$ cat src/rtl/fixed_point_arithmetic_pkg.sv
// Shared types and helpers for the FixedPointArithmetic add/subtract datapath.
package fixed_point_arithmetic_pkg;

  localparam int BLK_MAX = 64;

  typedef enum logic {OP_ADD, OP_SUB} add_op_e;

  // Per-stage control that travels alongside the partial sum.
  typedef struct packed {
    logic valid;
    logic carry;
  } stage_ctl_t;

  // Group propagate over the low w bits; bits at or above w are ignored.
  function automatic logic blk_propagate(input logic [BLK_MAX-1:0] a,
                                         input logic [BLK_MAX-1:0] b,
                                         input int w);
    logic p;
    p = 1'b1;
    for (int i = 0; i < BLK_MAX; i++)
      if (i < w) p = p & (a[i] ^ b[i]);
    return p;
  endfunction

endpackage

$ cat src/rtl/carry_skip_block.sv
// Combinational K-bit ripple block whose carry-out bypasses the ripple chain
// when every bit propagates.
module carry_skip_block
  import fixed_point_arithmetic_pkg::*;
#(
  parameter int K = 8
) (
  input  logic [K-1:0] a,
  input  logic [K-1:0] b,
  input  logic         cin,
  output logic [K-1:0] s,
  output logic         cout,
  output logic         c_msb_in
);

  logic ripple_co;
  logic pblk;

  always_comb begin : ripple
    logic carry;
    carry    = cin;
    s        = '0;
    c_msb_in = 1'b0;
    for (int i = 0; i < K; i++) begin
      if (i == K - 1) c_msb_in = carry;
      s[i]  = a[i] ^ b[i] ^ carry;
      carry = (a[i] & b[i]) | (carry & (a[i] ^ b[i]));
    end
    ripple_co = carry;
  end

  assign pblk = blk_propagate(BLK_MAX'(a), BLK_MAX'(b), K);
  // When not all bits propagate, the ripple result equals the group generate.
  assign cout = pblk ? cin : ripple_co;

endmodule

$ cat src/rtl/pipelined_carry_skip_add.sv
// Pipelined carry-skip add/subtract: one K-bit block resolved per stage,
// valid/ready stream with a single global advance enable.
module pipelined_carry_skip_add
  import fixed_point_arithmetic_pkg::*;
#(
  parameter int N = 32,
  parameter int K = 8
) (
  input  logic         clk,
  input  logic         rst,
  input  logic         in_valid,
  output logic         in_ready,
  input  logic [N-1:0] a,
  input  logic [N-1:0] b,
  input  logic         ci,
  input  logic         sub,
  output logic         out_valid,
  input  logic         out_ready,
  output logic [N-1:0] c,
  output logic         co,
  output logic         ov
);

  localparam int L = N / K;

  if (N % K != 0) begin : g_bad_k
    $error("pipelined_carry_skip_add: N must be a multiple of K");
  end
  if (K > BLK_MAX) begin : g_bad_blk
    $error("pipelined_carry_skip_add: K exceeds BLK_MAX");
  end

  logic    en;
  add_op_e op;

  assign en       = ~out_valid | out_ready;
  assign in_ready = en;
  assign op       = sub ? OP_SUB : OP_ADD;

  for (genvar i = 0; i < L; i++) begin : g_stage
    // Operands shrink by one block per stage; the sum grows by one block.
    localparam int RW = N - i * K;

    logic [RW-1:0]      a_in, b_in;
    logic               cin, vin;
    logic [(i+1)*K-1:0] sum_nxt, sum_q;
    logic [K-1:0]       s_blk;
    logic               cout_blk, msb_blk;
    stage_ctl_t         ctl_q;

    if (i == 0) begin : g_src
      assign a_in    = a;
      assign b_in    = (op == OP_SUB) ? ~b : b;
      assign cin     = (op == OP_SUB) ? 1'b1 : ci;
      assign vin     = in_valid;
      assign sum_nxt = s_blk;
    end else begin : g_src
      assign a_in    = g_stage[i-1].g_ops.a_q;
      assign b_in    = g_stage[i-1].g_ops.b_q;
      assign cin     = g_stage[i-1].ctl_q.carry;
      assign vin     = g_stage[i-1].ctl_q.valid;
      assign sum_nxt = {s_blk, g_stage[i-1].sum_q};
    end

    carry_skip_block #(.K(K)) u_blk (
      .a        (a_in[K-1:0]),
      .b        (b_in[K-1:0]),
      .cin      (cin),
      .s        (s_blk),
      .cout     (cout_blk),
      .c_msb_in (msb_blk)
    );

    always_ff @(posedge clk or posedge rst) begin
      if (rst) begin
        ctl_q <= '0;
        sum_q <= '0;
      end else if (en) begin
        ctl_q <= '{valid: vin, carry: cout_blk};
        sum_q <= sum_nxt;
      end
    end

    if (i < L - 1) begin : g_ops
      logic [RW-K-1:0] a_q, b_q;
      logic            unused_msb;

      // Carry into a block MSB only matters for the topmost block.
      assign unused_msb = msb_blk;

      always_ff @(posedge clk or posedge rst) begin
        if (rst) begin
          a_q <= '0;
          b_q <= '0;
        end else if (en) begin
          a_q <= a_in[RW-1:K];
          b_q <= b_in[RW-1:K];
        end
      end
    end else begin : g_last
      logic c_msb_q;

      always_ff @(posedge clk or posedge rst) begin
        if (rst)     c_msb_q <= 1'b0;
        else if (en) c_msb_q <= msb_blk;
      end
    end
  end

  assign out_valid = g_stage[L-1].ctl_q.valid;
  assign c         = g_stage[L-1].sum_q;
  assign co        = g_stage[L-1].ctl_q.carry;
  assign ov        = g_stage[L-1].g_last.c_msb_q ^ g_stage[L-1].ctl_q.carry;

endmodule
$ cat config.mk
export PLATFORM = sky130hd
export DESIGN_NAME = pipelined_carry_skip_add
export DESIGN_NICKNAME = d
export VERILOG_FILES = /design/src/rtl/fixed_point_arithmetic_pkg.sv /design/src/rtl/carry_skip_block.sv /design/src/rtl/pipelined_carry_skip_add.sv
export SDC_FILE = /design/constraint.sdc
export NUM_CORES = 1
export LEC_CHECK = 0
export ABC_CLOCK_PERIOD_IN_PS = 6490
export CELL_PAD_IN_SITES_DETAIL_PLACEMENT = 1
export CELL_PAD_IN_SITES_GLOBAL_PLACEMENT = 1
export CORE_AREA = 2 2 143 145
export CTS_CLUSTER_DIAMETER = 150
export CTS_CLUSTER_SIZE = 25
export DETAILED_ROUTE_END_ITERATION = 8
export DIE_AREA = 0 0 145 147
export PLACE_DENSITY_LB_ADDON = 0.1
export SLEW_MARGIN = 10
export SYNTH_ARGS = -nofsm -noshare
export SYNTH_HDL_FRONTEND = slang
export SYNTH_SLANG_ARGS = --single-unit
$ cat constraint.sdc
create_clock -name clk -period 6.49 [get_ports clk]
set_input_delay 0.649 -clock clk [delete_from_list [all_inputs] [get_ports clk]]
set_output_delay 0.649 -clock clk [all_outputs]
set_load 0.01 [all_outputs]
==> results of run 1 <==
## cell families after synthesis
| logic type | Yosys count |
|---|---|
| xor+xnor | 33 |
| fa+ha+maj | 64 |
| compound gates | 52 |
| simple gates | 468 |
| flops | 185 |
| buf+inv | 83 |
## final cells by class
cell class              instances  area, sq um  share of cell area
clock buffers                  21          470              0.0462
flip-flops and latches        185         4630               0.454
repair buffers                109         1090               0.107
multi-input cells             617         3410               0.335
well taps                     270          338              0.0332
inverters                      39          159              0.0156
clock inverters                11         88.8             0.00872
## tightest hold or removal path: cells and delay by family (launching register included)
family,cells,cell delay [ps]
and+or+nand+nor,2,90
DFF,1,340
## metrics by stage
step | utilization | worst slack, ps
finish | 0.513 | 2160
global route | 0.513 | 1970
CTS | 0.513 | 2160
detailed placement | 0.485 | 1680
global placement | 0.485 | 1800
floorplan | - | 812
## power by group through the flow
| stage | clock (uW) | combinational [uW] | sequential [uW] |
|---|---|---|---|
| 2_1_floorplan | 0 | 1010 | 2000 |
| 3_3_place_gp | 0 | 1590 | 2010 |
| 3_5_place_dp | 0 | 1650 | 2040 |
| 4_1_cts | 1020 | 1670 | 2020 |
| 5_1_grt | 1060 | 1880 | 2090 |
| 6_report | 985 | 1620 | 2010 |
## synth_stat cells, types with 2 or more instances
| master | n | area share |
|---|---|---|
| dfrtp_1 | 185 | 0.55 |
| a21oi_1 | 13 | 0.0078 |
| o211ai_1 | 2 | 0.0018 |
| xor2_1 | 11 | 0.011 |
| nand3_1 | 2 | 0.0012 |
| nor3_1 | 2 | 0.0012 |
| nor2_1 | 15 | 0.0067 |
| ha_1 | 32 | 0.048 |
| clkbuf_1 | 19 | 0.0085 |
| fa_1 | 32 | 0.076 |
| o21ai_0 | 34 | 0.020 |
| xnor2_1 | 22 | 0.023 |
| inv_1 | 38 | 0.017 |
| buf_2 | 24 | 0.014 |
| nand4_1 | 8 | 0.0060 |
| nand2_1 | 436 | 0.20 |
## registers in the layout, indices dropped and copies added (netlist names)
register,cells
c,32
co,1
g_stage.cin,3
g_stage.g_last.c_msb_q,1
g_stage.g_ops.a_q,48
g_stage.g_ops.b_q,48
g_stage.sum_q,48
g_stage.vin,3
out_valid,1
## layer usage
metal | share of wire | up-vias | track usage
met5 | 0 | - | 0
met2 | 0.45 | 83 | 0.272
met3 | 0.031 | 10 | 0.0370
met1 | 0.51 | 2792 | 0.253
met4 | 0.0083 | 0 | 0.0446
li1 | - | 2860 | -
## how the worst max path moves through the flow
stage	start	endpoint	slack, ps	cells past startpoint
2_1_floorplan	rst	c[0]	810	1
3_3_place_gp	sub	g_stage[0].sum_q[7]	1800	16
3_5_place_dp	sub	g_stage[0].sum_q[7]	1680	16
4_1_cts	sub	g_stage[0].sum_q[7]	2160	16
5_1_grt	sub	g_stage[0].sum_q[7]	1970	16
6_report	sub	g_stage[0].sum_q[7]	2160	16
==> summary.md, run 1 <==
| Metric | Value |
|---|---|
| Final Skew | 10.9 ps |
| Depth of the most critical reg-to-reg path | 14 |
| Die H | 147 microns |
| Overflow after GRT | 0 |
| Crit-path max FO | 32 |
| TNS Setup | 0 ps |
| Min-delay worst type | flip-flop to flip-flop |
| Worst path cell trace | buf_2, buf_4, nor2_1, fa_1, inv_1, fa_1, inv_1, fa_1, fa_1, fa_1, fa_1, fa_1, inv_1, fa_1, nand2_1, nand2_1 |
| Synth Area in Adders | 0.124 |
| Die width | 145 microns |
| Vias/cell | 4.59 |
| Post-Syn Area | 8390 sq um |
| Root Driver | clkbuf_16 |
| Final Hold Fails | 0 |
| Drt drc | 0 |
| P_leak | 0.00506 uW |
| Hold slack | 464 ps |
| WL/cell | 14.2 microns |
| Syn Area/Cell | 9.48 sq um |
| Fraction of layout cells with a size suffix above 1 | 0.0397 |
| Overall power | 4620 uW |
| Reg-to-reg critical path startpoint | g_stage[2].g_ops.a_q[0] |
| Mux cell area share after synthesis | 0 |
| Unique cell type count in the Yosys netlist | 26 |
| Combinational share of power | 0.351 |
| Dpl cell area | 9630 sq um |
| Post-route clock period utilization | 0.666 |
| Post-DP HPWL | 11500 microns |
| Setup-failing EPs final | 0 |
| Max Freq | 231 MHz |
| Postcts setup bufs | 0 |
| PwrDens | 453 nW/um^2 |
| Gpl congestion | 0.747 |
| CP most frequent cell | fa_1 |
| Relative slew slack | 0.393 |
| Fin nets | 1103 |
| Fin crit period | 4330 ps |
| Seq/Total Area, Yosys | 0.552 |
| P_sw | 1700 uW |
| Sequential Power Share | 0.436 |
| Bufs on Longest Clock Path | 2 |
| Crit Reg-Reg Endpoint | co |
| TritonCTS clock tree | done |
| Post-Syn Nets | 1019 |
| Post-synth EDFFs | 0 |
| P&R area growth vs syn | 21.4% |
| Worst-Skew Late Latency | 430 ps |
| Initial cell density of the core | 0.423 |
| Delay-heaviest family, CP | adder cells |
| Ys async rst share | 1.00 |
| Die area | 21300 sq um |
| Diodes inserted | 0 |
| Main combinational cell family by area after synthesis | simple AND/OR/NAND/NOR gates |
| DRT Pass-1 Iters | 4 |
| Design area | 10200 sq um |
| Total number of vias | 5745 |
| Rows | 52 |
| Maximum VDD drop | 212 uV |
| Worst Hold Depth | 2 |
| CP max stage delay | 480 ps |
| Seq cells post-synth | 185 |
| Number of global-route vias before repair | 5899 |
| Internal power | 2910 uW |
| Post-CTS Hold Fix Bufs | 0 |
| Xor-xnor portion of the synthesized cell area | 0.0344 |
| CP arrival | 4650 ps |
| Max stage delay cell, worst path | buf_4 |
| Hold Crit Start | g_stage[2].sum_q[16] |
| Core area | 19800 sq um |
| Gr usage total | 0.175 |
| Post-Synthesis Cells | 885 |
| WHS Endpoint | g_stage[2].sum_q[16] |
| Cell Count, Final, Fillers Out | 1252 |
| Worst-Margin Slew | 911 ps |
| Ys flop type | dfrtp_1 |
| Cts bufs inserted | 17 |
| Unrepaired setup endpoints after global routing | false |
| Clock transition at path regs | 70 ps |
| Commonest non-fill, non-tap cell in the layout | nand2_1 |
| Required time of the critical path | 6810 ps |
| Startpoint type of the worst setup path | input pin |
| Clk pwr share | 0.213 |
| Port Buffer Count | 105 |
| DRT Wirelength | 17800 microns |
| Sw Share | 0.369 |
| Buffers plus inverters on the worst setup path | 5 |
| Status | completed |
| Post-route ant nets | 0 |
| Ys Warns | 0 |
| First-pass GRT wire length | 30100 microns |
| Filler cells | 2260 |
| Post-Synth Simple-Gate Area | 0.215 |
| Synth Area in Compound Gates | 0.0328 |
| Final Slew Violations | 0 |
| I/O Pins | 106 |
| Clk sinks | 185 |
| Pin count of the biggest net entering global routing | 186 |
| Placed cells | 1220 |
| CP Class | input pin to flip-flop |
| Maxcap violations | 0 |
| Crit end category | flip-flop |
| CTS H-tree lvls | 4 |
| Commonest non-fill, non-tap cells in the layout | 436 x nand2_1, 185 x dfrtp_1, 104 x clkdlybuf4s50_1 |
| Cts repair resizes | 0 |
| R2R setup slack | 2720 ps |
| Initial antenna violation count | 0 |
| Initial DRC count | 292 |
Power figures use the tool's default switching activity.
==> inputs of run 2 (changes only) <==
--- a/config.mk
+++ b/config.mk
@@ -5,7 +5,7 @@
 export SDC_FILE = /design/constraint.sdc
 export NUM_CORES = 1
 export LEC_CHECK = 0
-export ABC_CLOCK_PERIOD_IN_PS = 6490
+export ABC_CLOCK_PERIOD_IN_PS = 4100
 export CELL_PAD_IN_SITES_DETAIL_PLACEMENT = 1
 export CELL_PAD_IN_SITES_GLOBAL_PLACEMENT = 1
 export CORE_AREA = 2 2 143 145
==> constraint.sdc (replaced) <==
create_clock -name clk -period 4.1 [get_ports clk]
set_input_delay 0.41 -clock clk [delete_from_list [all_inputs] [get_ports clk]]
set_output_delay 0.41 -clock clk [all_outputs]
set_load 0.01 [all_outputs]
==> run 2 against run 1 <==
Critical path depth stayed put. Via count hardly changed. Count of clock-buffer cells in the layout is 1 higher. Design area is 0.85% higher. Die area stayed put.
==> summary.md, run 2 (synthesis results as in run 1) <==
| Metric | Value |
|---|---|
| Die H | 147 microns |
| Die width | 145 microns |
| Status | completed |
| Fraction of layout cells with a size suffix above 1 | 0.0437 |
| Startpoint type of the worst setup path | input pin |
| Gr usage total | 0.176 |
| Design area | 10300 sq um |
| Initial DRC count | 325 |
| Post-route ant nets | 0 |
| Crit-path max FO | 2 |
| Min-delay worst type | flip-flop to flip-flop |
| Multi-input logic area | 3420 sq um |
| Gpl congestion | 0.773 |
| CP arrival | 4260 ps |
| CTS H-tree lvls | 4 |
| Combinational share of power | 0.349 |
| Overall power | 7390 uW |
| Post-place setup slack | -280 ps |
| PwrDens | 719 nW/um^2 |
| Initial cell density of the core | 0.423 |
| TNS Setup | 0 ps |
| Fin crit period | 3950 ps |
| DRT Pass-1 Iters | 6 |
| Post-route clock period utilization | 0.963 |
| Clk sinks | 185 |
| R2R setup slack | 270 ps |
| Reg area | 4630 sq um |
| Dpl cell area | 9680 sq um |
| Relative slew slack | 0.309 |
| Sw Share | 0.359 |
| Cell Count, Final, Fillers Out | 1255 |
| Bufs on Longest Clock Path | 2 |
| Setup-failing EPs final | 0 |
| Max Freq | 253 MHz |
| I/O Pins | 106 |
| Filler cells | 2267 |
| Die area | 21300 sq um |
| Crit Reg-Reg Endpoint | co |
| Final Hold Fails | 0 |
| WL/cell | 13.9 microns |
| Cts repair resizes | 0 |
| WHS Endpoint | out_valid |
| Crit path setup slack, layout | 152 ps |
| Cts bufs inserted | 17 |
| CP most frequent cell | fa_1 |
| Crit end category | flip-flop |
| Commonest non-fill, non-tap cells in the layout | 436 x nand2_1, 185 x dfrtp_1, 104 x clkdlybuf4s50_1 |
| Port Buffer Count | 105 |
| Worst-Margin Slew | 1040 ps |
| CP Class | input pin to flip-flop |
| Root Driver | clkbuf_16 |
| Fin nets | 1107 |
| First-pass GRT wire length | 29900 microns |
| Maximum VDD drop | 307 uV |
| Maxcap violations | 0 |
| Overflow after GRT | 0 |
| Hold Crit Start | g_stage[3].vin |
| Worst path cell trace | clkdlybuf4s50_1, xor2_1, inv_1, fa_1, inv_1, fa_1, inv_1, fa_1, fa_1, fa_2, fa_2, fa_1, inv_1, fa_1, nand2_1, nand2_1 |
| Diodes inserted | 0 |
| Sequential Power Share | 0.429 |
| TritonCTS clock tree | done |
| Unrepaired setup endpoints after global routing | false |
| Worst-Skew Late Latency | 430 ps |
| Vias/cell | 4.57 |
| Rows | 52 |
| Clk pwr share | 0.223 |
| Commonest non-fill, non-tap cell in the layout | nand2_1 |
| CP max stage delay | 470 ps |
| Worst Hold Depth | 1 |
| Pin count of the biggest net entering global routing | 186 |
| Core area | 19800 sq um |
| Required time of the critical path | 4410 ps |
| Biggest regs | g_stage.g_ops.a_q: 48 flops, g_stage.g_ops.b_q: 48 flops, g_stage.sum_q: 48 flops |
| Post-CTS Hold Fix Bufs | 0 |
| Initial antenna violation count | 0 |
| Number of global-route vias before repair | 5888 |
| Clock transition at path regs | 70 ps |
| Total number of vias | 5741 |
| Post-DP HPWL | 11300 microns |
| P_sw | 2650 uW |
| Final Slew Violations | 0 |
| P_leak | 0.00510 uW |
| Postcts setup bufs | 0 |
| DRT Wirelength | 17500 microns |
| Internal power | 4740 uW |
| Placed cells | 1224 |
| Drt drc | 0 |
| Max stage delay cell, worst path | clkdlybuf4s50_1 |
| Depth of the most critical reg-to-reg path | 14 |
| P&R area growth vs syn | 22.4% |
| Reg-to-reg critical path startpoint | g_stage[2].g_ops.a_q[0] |
| Final Skew | 9.40 ps |
[run 2: area by class of cell]
type | instances | area share
clock buffers | 22 | 0.0462
clock inverters | 9 | 0.0112
inverters | 39 | 0.0151
multi-input cells | 617 | 0.333
flip-flops and latches | 185 | 0.451
well taps | 270 | 0.0329
repair buffers | 113 | 0.111
[run 2: per-layer routing]
metal / GRT usage / vias up / part of all wire
met5: 0 / - / 0
met4: 0.0500 / 0 / 0.013
met3: 0.0348 / 22 / 0.032
met2: 0.268 / 87 / 0.45
met1: 0.258 / 2769 / 0.50
li1: - / 2863 / -
[run 2: worst max-delay path by stage]
stage	startpoint	end	depth (start not counted)	slack [ps]
floorplan	sub	g_stage[0].sum_q[7]	17	40
global placement	b[0]	g_stage[0].sum_q[7]	16	-220
detailed placement	b[0]	g_stage[0].sum_q[7]	16	-280
CTS	b[0]	g_stage[0].sum_q[7]	16	160
global route	b[0]	g_stage[0].sum_q[7]	16	40
finish	b[0]	g_stage[0].sum_q[7]	16	150
[run 2: worst max-delay path: cells and delay by family]
kind / cells / cell delay [ps]
simple gates: 2 / 140
xor+xnor: 1 / 170
fa+ha+maj: 8 / 2770
buf+inv: 5 / 760
[run 2: power groups by stage]
stage	sequential, uW	clock, uW	combinational, uW
2_1_floorplan	3160	0	1610
4_1_cts	3180	1700	2650
6_report	3170	1640	2580
3_3_place_gp	3180	0	2550
3_5_place_dp	3210	0	2630
5_1_grt	3290	1770	3000
[run 2: through the flow]
stage                     utilization  hold slack [ps]
final                           0.518              457
after global routing            0.518              483
after CTS                       0.518              462
after detailed placement        0.488              447
after global placement          0.488              442
after floorplan                     -              430
